<file path="src/rtl/alu_seq_pkg.sv">
// Shared opcodes, FSM state type and flag bit positions for the sequential ALU.
package alu_seq_pkg;

   localparam logic [3:0] OP_SUM = 4'b0000;
   localparam logic [3:0] OP_SUB = 4'b1111;
   localparam logic [3:0] OP_AND = 4'b0001;
   localparam logic [3:0] OP_OR  = 4'b0010;
   localparam logic [3:0] OP_XOR = 4'b0100;
   localparam logic [3:0] OP_EQ  = 4'b1000;
   localparam logic [3:0] OP_GT  = 4'b0011;
   localparam logic [3:0] OP_SHL = 4'b0110;
   localparam logic [3:0] OP_SHR = 4'b1100;
   localparam logic [3:0] OP_MUL = 4'b0101;

   typedef enum logic [1:0] {
      IDLE = 2'd0,
      MUL  = 2'd1,
      DONE = 2'd2
   } state_t;

   localparam int unsigned FLAG_Z  = 3;
   localparam int unsigned FLAG_N  = 2;
   localparam int unsigned FLAG_CY = 1;
   localparam int unsigned FLAG_V  = 0;

endpackage

</file>
<file path="src/rtl/alu_seq_mul.sv">
// Iterative shift-add unsigned multiplier: one partial product per cycle, LSB first.
// done_c/product_c are combinational so the last partial product lands directly in the consumer's register.
module alu_seq_mul #(
   parameter int unsigned W = 4
) (
   input  logic           clk,
   input  logic           rst,
   input  logic           start,
   input  logic [W-1:0]   a,
   input  logic [W-1:0]   b,
   output logic           done_c,
   output logic [2*W-1:0] product_c
);

   localparam int unsigned CW = 2 * W;
   localparam int unsigned NW = $clog2(W) + 1;

   logic [CW-1:0] mcand;
   logic [W-1:0]  mplier;
   logic [CW-1:0] acc;
   logic [NW-1:0] cnt;
   logic          run;

   assign product_c = acc + (mplier[0] ? mcand : '0);
   assign done_c    = run && (cnt == NW'(W - 1));

   always_ff @(posedge clk) begin
      if (rst) begin
         mcand  <= '0;
         mplier <= '0;
         acc    <= '0;
         cnt    <= '0;
         run    <= 1'b0;
      end else if (start) begin
         mcand  <= CW'(a);
         mplier <= b;
         acc    <= '0;
         cnt    <= '0;
         run    <= 1'b1;
      end else if (run) begin
         acc    <= product_c;
         mcand  <= mcand << 1;
         mplier <= mplier >> 1;
         cnt    <= cnt + NW'(1);
         if (done_c) begin
            run <= 1'b0;
         end
      end
   end

endmodule

</file>
<file path="src/rtl/alu_seq.sv">
// Registered W-bit ALU with valid/ready handshakes and a W-cycle multiply.
// Optional build macro ALU_SEQ_FLAGS_EN adds the Flags output {Z, N, Cy, V}.
module alu_seq
   import alu_seq_pkg::*;
#(
   parameter int unsigned W   = 4,
   parameter int unsigned SHW = $clog2(2 * W)
) (
   input  logic           Clk,
   input  logic           Rst,
   input  logic           In_Valid,
   output logic           In_Ready,
   input  logic [W-1:0]   A,
   input  logic [W-1:0]   B,
   input  logic [3:0]     Sel,
   output logic           Out_Valid,
   input  logic           Out_Ready,
   output logic [2*W-1:0] C,
   output logic           Busy
`ifdef ALU_SEQ_FLAGS_EN
   ,
   output logic [3:0]     Flags
`endif
);

   localparam int unsigned CW = 2 * W;

   state_t        state;
   state_t        state_nxt;
   logic [CW-1:0] c_nxt;
   logic [CW-1:0] alu_c;
   logic [CW-1:0] sum_c;
   logic [W:0]    diff_c;
   logic          accept_c;
   logic          mul_start_c;
   logic          mul_done_c;
   logic [CW-1:0] mul_product_c;

   // In DONE a new op may enter only while the current result is being taken.
   assign In_Ready = (state == IDLE) || ((state == DONE) && Out_Ready);
   assign accept_c = In_Valid && In_Ready;

   assign sum_c  = CW'(A) + CW'(B);
   assign diff_c = {1'b0, A} - {1'b0, B};

   // Single-cycle operations, evaluated on the operands presented at accept.
   always_comb begin
      alu_c = '0;
      case (Sel)
         OP_SUM: alu_c = sum_c;
         OP_SUB: alu_c = {{(W - 1){diff_c[W]}}, diff_c};
         OP_AND: alu_c = CW'(A & B);
         OP_OR:  alu_c = CW'(A | B);
         OP_XOR: alu_c = CW'(A ^ B);
         OP_EQ:  alu_c = CW'(A == B);
         OP_GT:  alu_c = CW'(A > B);
         OP_SHL: alu_c = (32'(B) >= 32'(CW)) ? '0 : (CW'(A) << B[SHW-1:0]);
         OP_SHR: alu_c = (32'(B) >= 32'(W)) ? '0 : CW'(A >> B);
         default: alu_c = '0;
      endcase
   end

   alu_seq_mul #(.W(W)) u_mul (
      .clk       (Clk),
      .rst       (Rst),
      .start     (mul_start_c),
      .a         (A),
      .b         (B),
      .done_c    (mul_done_c),
      .product_c (mul_product_c)
   );

   always_comb begin
      state_nxt   = state;
      c_nxt       = C;
      mul_start_c = 1'b0;
      case (state)
         IDLE, DONE: begin
            if (accept_c) begin
               if (Sel == OP_MUL) begin
                  state_nxt   = MUL;
                  mul_start_c = 1'b1;
               end else begin
                  state_nxt = DONE;
                  c_nxt     = alu_c;
               end
            end else if ((state == DONE) && Out_Ready) begin
               state_nxt = IDLE;
            end
         end
         MUL: begin
            if (mul_done_c) begin
               state_nxt = DONE;
               c_nxt     = mul_product_c;
            end
         end
         default: state_nxt = IDLE;
      endcase
   end

   always_ff @(posedge Clk) begin
      if (Rst) begin
         state     <= IDLE;
         C         <= '0;
         Out_Valid <= 1'b0;
         Busy      <= 1'b0;
      end else begin
         state     <= state_nxt;
         C         <= c_nxt;
         Out_Valid <= (state_nxt == DONE);
         Busy      <= (state_nxt == MUL);
      end
   end

`ifdef ALU_SEQ_FLAGS_EN
   logic       load_alu_c;
   logic       load_mul_c;
   logic [3:0] flags_nxt;

   assign load_alu_c = accept_c && (Sel != OP_MUL);
   assign load_mul_c = (state == MUL) && mul_done_c;

   // Carry and overflow only mean something for the add/subtract results.
   always_comb begin
      flags_nxt = Flags;
      if (load_alu_c || load_mul_c) begin
         flags_nxt[FLAG_Z]  = (c_nxt == '0);
         flags_nxt[FLAG_N]  = c_nxt[CW-1];
         flags_nxt[FLAG_CY] = load_alu_c && (Sel == OP_SUM) && sum_c[W];
         flags_nxt[FLAG_V]  = load_alu_c &&
            (((Sel == OP_SUM) && (A[W-1] == B[W-1]) && (sum_c[W-1] != A[W-1])) ||
             ((Sel == OP_SUB) && (A[W-1] != B[W-1]) && (diff_c[W-1] != A[W-1])));
      end
   end

   always_ff @(posedge Clk) begin
      if (Rst) begin
         Flags <= '0;
      end else begin
         Flags <= flags_nxt;
      end
   end
`endif

endmodule

</file>
<file path="config.mk">
export PLATFORM = sky130hd
export DESIGN_NAME = alu_seq
export DESIGN_NICKNAME = d
export VERILOG_FILES = /design/src/rtl/alu_seq_pkg.sv /design/src/rtl/alu_seq_mul.sv /design/src/rtl/alu_seq.sv
export SDC_FILE = /design/constraint.sdc
export NUM_CORES = 1
export LEC_CHECK = 0
export CAP_MARGIN = 20
export CORE_ASPECT_RATIO = 2
export CORE_MARGIN = 1
export CORE_UTILIZATION = 65
export DETAILED_ROUTE_END_ITERATION = 12
export DONT_BUFFER_PORTS = 1
export PLACE_DENSITY_LB_ADDON = 0.2
export SKIP_CTS_REPAIR_TIMING = 1
export SYNTH_ARGS = -nofsm -noshare
export SYNTH_HDL_FRONTEND = slang
export SYNTH_HIERARCHICAL = 1
export SYNTH_SLANG_ARGS = --single-unit
</file>
<file path="constraint.sdc">
create_clock -name Clk -period 6.2 [get_ports Clk]
set_input_delay 0.93 -clock Clk [delete_from_list [all_inputs] [get_ports Clk]]
set_output_delay 0.93 -clock Clk [all_outputs]
set_load 0.02 [all_outputs]
</file>
---- Yosys cells after proc, flatten, opt, wreduce, memory -nomap -nowiden ----
Index checks and enable logic that the tools add are counted.
word-level totals
  register bits ........................... 36
  input bits .............................. 16
  output and inout bits ................... 11
  logic and storage cells ................. 74
operators by class
  add/subtract/negate cells ............... 4
  order comparisons ....................... 3
  equal/unequal tests ..................... 18
  shift operators ......................... 2
  mux-type cells .......................... 23
  bitwise logic cells ..................... 3
  reduce and logical (&&, ||, !) cells .... 11
operators by type and width
  operator                                                            count
  one-hot mux 8 bit (9 select lines)                                  1
  2-to-1 mux 8 bit                                                    6
  2-to-1 mux 4 bit                                                    4
  one-hot mux 8 bit (2 select lines)                                  1
  == test 4 x 3 -> 1 bit (second input constant)                      3
  == test 4 bit (second input constant)                               3
  adder 8 bit                                                         1
  == test 4 x 2 -> 1 bit (second input constant)                      2
  2-to-1 mux 2 bit                                                    4
  left shift 4 x 3 -> 8 bit                                           1
  >> shifter 4 x 4 -> 8 bit                                           1
  2-to-1 mux 1 bit                                                    6
  != test 2 bit (second input constant)                               3
  adder 4 x 4 -> 5 bit                                                1
  subtractor 4 x 4 -> 5 bit                                           1
  AND 4 bit                                                           1
  == test 2 x 1 -> 1 bit (second input constant)                      2
  == test 2 bit (second input constant)                               2
  == test 4 x 1 -> 1 bit (second input constant)                      1
  == test 4 bit                                                       1
  greater-or-equal comparator 4 x 3 -> 1 bit (second input constant)  1
  greater-or-equal comparator 4 bit (second input constant)           1
  greater-than comparator 4 bit                                       1
  zero test 4 bit                                                     1
  other kinds (11)                                                    15

---- Logic depth before layout (Yosys ltp) ----
  depth in word-level cells ............... 7
  mapped depth ............................ 11
  mapped depth without buffers ............ 11

---- Hierarchy ----
The synthesis kept the hierarchy.
modules (own cells, without submodules)
  module       instances  cells an instance  area an instance (µm²)  seq. area each (µm²)
  alu_seq      1          194                1516.5                  240.2
  alu_seq_mul  1          160                1372.6                  480.5

---- Least setup slack after synthesis ----
OpenSTA, ideal clock, no wires.
  path type ............................... input to register
  from .................................... in Out_Ready
  to ...................................... reg u_mul.acc[5]
  library setup time ...................... 122 ps
  arrival ................................. 2698 ps
  data required time ...................... 6078 ps
  path slack .............................. 3380 ps
  stages on the path ...................... 8
  buffers on the path ..................... 1
  cells stage by stage .................... and2b_1 -> nor2_1 -> nand3_1 -> inv_1 -> clkbuf_1 -> nor2_1 -> and4_1 -> a311o_1
on the way
  word-level cells in the longest chain between the ends .. 6
RTL lines
  item                                 RTL line           RTL
  from (decl)                          alu_seq.sv:17      input logic Out_Ready,
  logical AND 1 bit                    alu_seq.sv:40      assign In_Ready = (state == IDLE) || ((state == DONE) && Out_Ready);
  logical OR 1 bit                     alu_seq.sv:40
  via In_Ready                         alu_seq.sv:12      output logic In_Ready,
  logical AND 1 bit                    alu_seq.sv:41      assign accept_c = In_Valid && In_Ready;
  2-to-1 mux 1 bit                     alu_seq.sv:79      if (accept_c) begin
  2-to-1 mux 1 bit                     alu_seq.sv:77      case (state)
  via mul_start_c                      alu_seq.sv:35      logic mul_start_c;
  OR reduction 2 bit (no source line)  n/a
  to (signal assigned)                 alu_seq_mul.sv:41  acc <= product_c;
  to (decl)                            alu_seq_mul.sv:20  logic [CW-1:0] acc;
The timed path passes the listed nets, and every way through them passes these cells.
A chain may end at the register's enable or synchronous reset.

---- Worst setup path in the final report ----
  from .................................... in Out_Ready
  to ...................................... reg u_mul.acc[6]
Same word-level chain as after synthesis.

==> impl_results.md <==
* Result of the run: finished clean
* GR Overflow Total at 0
* Setup violations, final at 0
* Worst endpoint data arrival time at roughly 3200 ps
* Post-place instance area at 2868 sq um
* Number of design rule violations left after detail routing at 0
* Row Count at 34
* Number of max-cap violations at 0
* Detailed-route vias per instance at 6.501
* Synthesized instance count at 354
* Worst R2R Start: state[1]
* Syn_nets at around 400
* Root buffer selected by CTS: clkbuf_8
* Average cell area after synthesis at around 8.2 sq um
* Horizontal extent of the die at roughly 49 um
* Proportion of synthesized flip-flops having asynchronous set or reset at 0
* Total routing usage reported by global routing at 0.3236
* Worst-case register-to-register setup slack at roughly 3500 ps
* Kind of path behind the tightest hold check: reg -> reg
* Worst setup EP type: flip-flop
* Number of top-level design ports at 27
* Clock buffer depth at 2
* Endpoint required time on the critical path at about 6400 ps
* Primary flip-flop cell chosen by synthesis mapping: dfxtp_1
* Max-slew headroom at the worst pin at 0.4805
* Top layer in use: met4
* Input/output buffers at 0
* Fin Setup TNS at 0 ps
* Worst slack at placement at roughly 2800 ps
* Final WS setup at 3151 ps
* Clock tree from TritonCTS: built
* Synth warnings at 6
* Wire length on met2 at 3955 um
* Routability congestion estimate at roughly 0.93
* Clock buffer count from CTS at 5
* Die height at roughly 96 um
* Slew Viols, Final at 0
* Fraction of the yosys area taken by sequential cells at 0.2495
* Hold Violations, Final at 0
* Via count of the first global-routing pass at 2366
* Detailed Routing Iterations Pass 1 at 4
* Netlist area before placement at between 2000 and 3000 sq um
* Total length of routed wires at 7347 um
* Total power density per cell area at 166.6 nW/um^2
* Hold Worst Slack at 501.1 ps
* Fill count at between 300 and 400
* Relative area change from synthesis to final layout at 2.295%
* Routed len/inst at roughly 19 um
* Clock sink total at 36
* Clock latency reported for the late side of the worst-skew pair at 290 ps
* Endpoint of the worst hold path: u_mul/cnt[2]
* Number of enable flip-flop cells after synthesis at 0
* Worst setup path class: in -> reg
* Launch point of the critical path: Out_Ready
* Global-route wire length before repair at 11300 um
* Cell accounting for the most synthesized area: dfxtp_1
* Max Clock Freq at 327.9 MHz
* Overall die area at 4731 sq um
* Worst reg2reg endpoint: u_mul/acc[6]
* Clk_skew at 12.04 ps
* Initial Utilization at 0.6724
* Final net count at 383
* Clock transition at path regs at 80 ps
* Clock H-tree levels at 2
* Top cells by area in the synthesized netlist: dfxtp_1 (25%), ha_1 (9.5%), mux2i_1 (6.6%), nor2_1 (5.5%), a21oi_1 (4.9%)
* Number of unique standard cell types used by synthesis at ~70
* Half-perimeter wire length after detailed placement at 5747 um
* Standby leakage power at 1.154 nW
* Detailed Route Iter0 Violations at 63
* Portion of synthesized cell area occupied by the leading cell type at 0.2495
* M1 WL at ~2600 um
* Pin count of the biggest net entering global routing at 27
* Count of antenna diodes in the layout at 0
* R2R cell count at 8
* Vias after detailed routing at 2581
* Measured slew at the worst slew-check pin at 777.7 ps
* Final Cycle Share at 0.4918
* Worst-case vdd ir drop at 0.1651 mV
* Number of antenna violations at the first check in global routing at 0
* Number of instances on the worst hold path at 2
* Worst-path maximum fanout at 20
* Area of the placeable core at around 4300 sq um
* Met3 wire len at 202 um
* Area of all placed cells without fillers at between 2000 and 3000 sq um
* Worst hold start: u_mul/cnt[2]
* Share of post-route cells with drive strength above 1 at 0.05831
* RSZ-0062 raised after global routing: no
* Yosys reg bits at 36
* Post-DRT Antenna Nets at 0
* Min Tclk post-route at 3049 ps
* CP Launch Type: input pin
[flip-flops by register name (all words and copies together) (netlist names)]
register	count
u_mul/run	1
Busy	1
C	8
u_mul/mplier	4
u_mul/acc	8
state	2
u_mul/cnt	3
u_mul/mcand	8
Out_Valid	1
[layout make-up]
cell class                      instances  area (sq um)  share of cell area
Clock inverter                          3         18.77            0.006351
Clock buffer                            5         68.82             0.02329
Multi-Input combinational cell        276          1989              0.6732
Timing Repair Buffer                    1         7.507            0.002540
Inverter                               22         82.58             0.02794
Sequential cell                        36         720.7              0.2439
Tap cell                               54         67.56             0.02286
[worst max-delay path, stage by stage]
cell and delay [ps]:
and2b_1 190, nor2_1 480, nand3_1 230, inv_1 480, or2_1 490, nor3_1 120
a32oi_1 170, o211ai_1 110
[cells in the mapped netlist, types with 4 or more instances]
library cell / count
a211oi_1: 13
a21oi_1: 28
and2_1: 9
and3_1: 5
buf_2: 11
clkbuf_1: 8
dfxtp_1: 36
ha_1: 22
inv_1: 20
mux2i_1: 19
nand2_1: 15
nand2b_1: 4
nand3_1: 4
nand3b_1: 6
nand4_1: 5
nor2_1: 42
nor3_1: 9
nor3b_1: 4
o21ai_1: 10
o22ai_1: 6
xnor2_1: 6
[cells by family after synthesis]
group	share of synthesized area
simple gates	0.2343
compound gates	0.2386
buf+inv	0.06193
flops	0.2495
fa+ha+maj	0.1161
mux	0.06973
xor+xnor	0.02989
[per-layer routing]
layer	vias to the layer above	track usage
met5	-	0
met4	0	0.2941
met3	39	0.04739
met2	65	0.6084
met1	1208	0.2892
li1	1269	-
[power breakdown]
group	leakage [nW]	internal [mW]	switching (mW)
clock	0.0479	0.0783	0.0879
sequential	0.292	0.237	0.00991
combinational	0.814	0.0337	0.0452
total	1.15	0.349	0.143
[placed cells by master, fill, tap and decap left out, types with 3 or more instances in the layout]
cell | synthesis | final
and3_1 | 5 | 5
nor3_1 | 9 | 9
a221oi_1 | 3 | 3
o21ai_0 | 3 | 3
fa_1 | 3 | 3
nor2b_1 | 3 | 3
o21bai_1 | 3 | 3
inv_1 | 20 | 20
mux2i_1 | 19 | 19
nor4_1 | 3 | 3
a211oi_1 | 13 | 13
dfxtp_1 | 36 | 36
o211ai_1 | 3 | 3
nand2b_1 | 4 | 4
clkbuf_8 | 0 | 5
nor2_1 | 42 | 42
nor3b_1 | 4 | 4
a21oi_1 | 28 | 28
xnor2_1 | 6 | 6
nand3b_1 | 6 | 6
and2_1 | 9 | 9
nand4_1 | 5 | 5
ha_1 | 22 | 22
nand3_1 | 4 | 4
o22ai_1 | 6 | 6
a21o_1 | 3 | 3
nand2_1 | 15 | 15
o21ai_1 | 10 | 10
[per-stage QoR]
stage / utilization / std cells / total power [mW]
global route: 0.6878 / 397 / 0.5131
detailed placement: 0.6674 / 389 / 0.3305
global placement: 0.6674 / 389 / 0.3303
floorplan: - / 354 / 0.3194
finish: 0.6878 / 397 / 0.4923
CTS: 0.6878 / 397 / 0.4943
[worst max-delay path by stage]
stage                    to  slack [ps]  depth (start not counted)
6_report       u_mul/acc[6]        3150                          8
5_1_grt        u_mul/acc[6]        2960                          8
4_1_cts        u_mul/acc[6]        3150                          8
3_5_place_dp   u_mul/acc[6]        2840                          8
3_3_place_gp   u_mul/acc[5]        2910                          7
2_1_floorplan  u_mul/acc[5]        3380                          8
(Power assumes the default switching activity.)
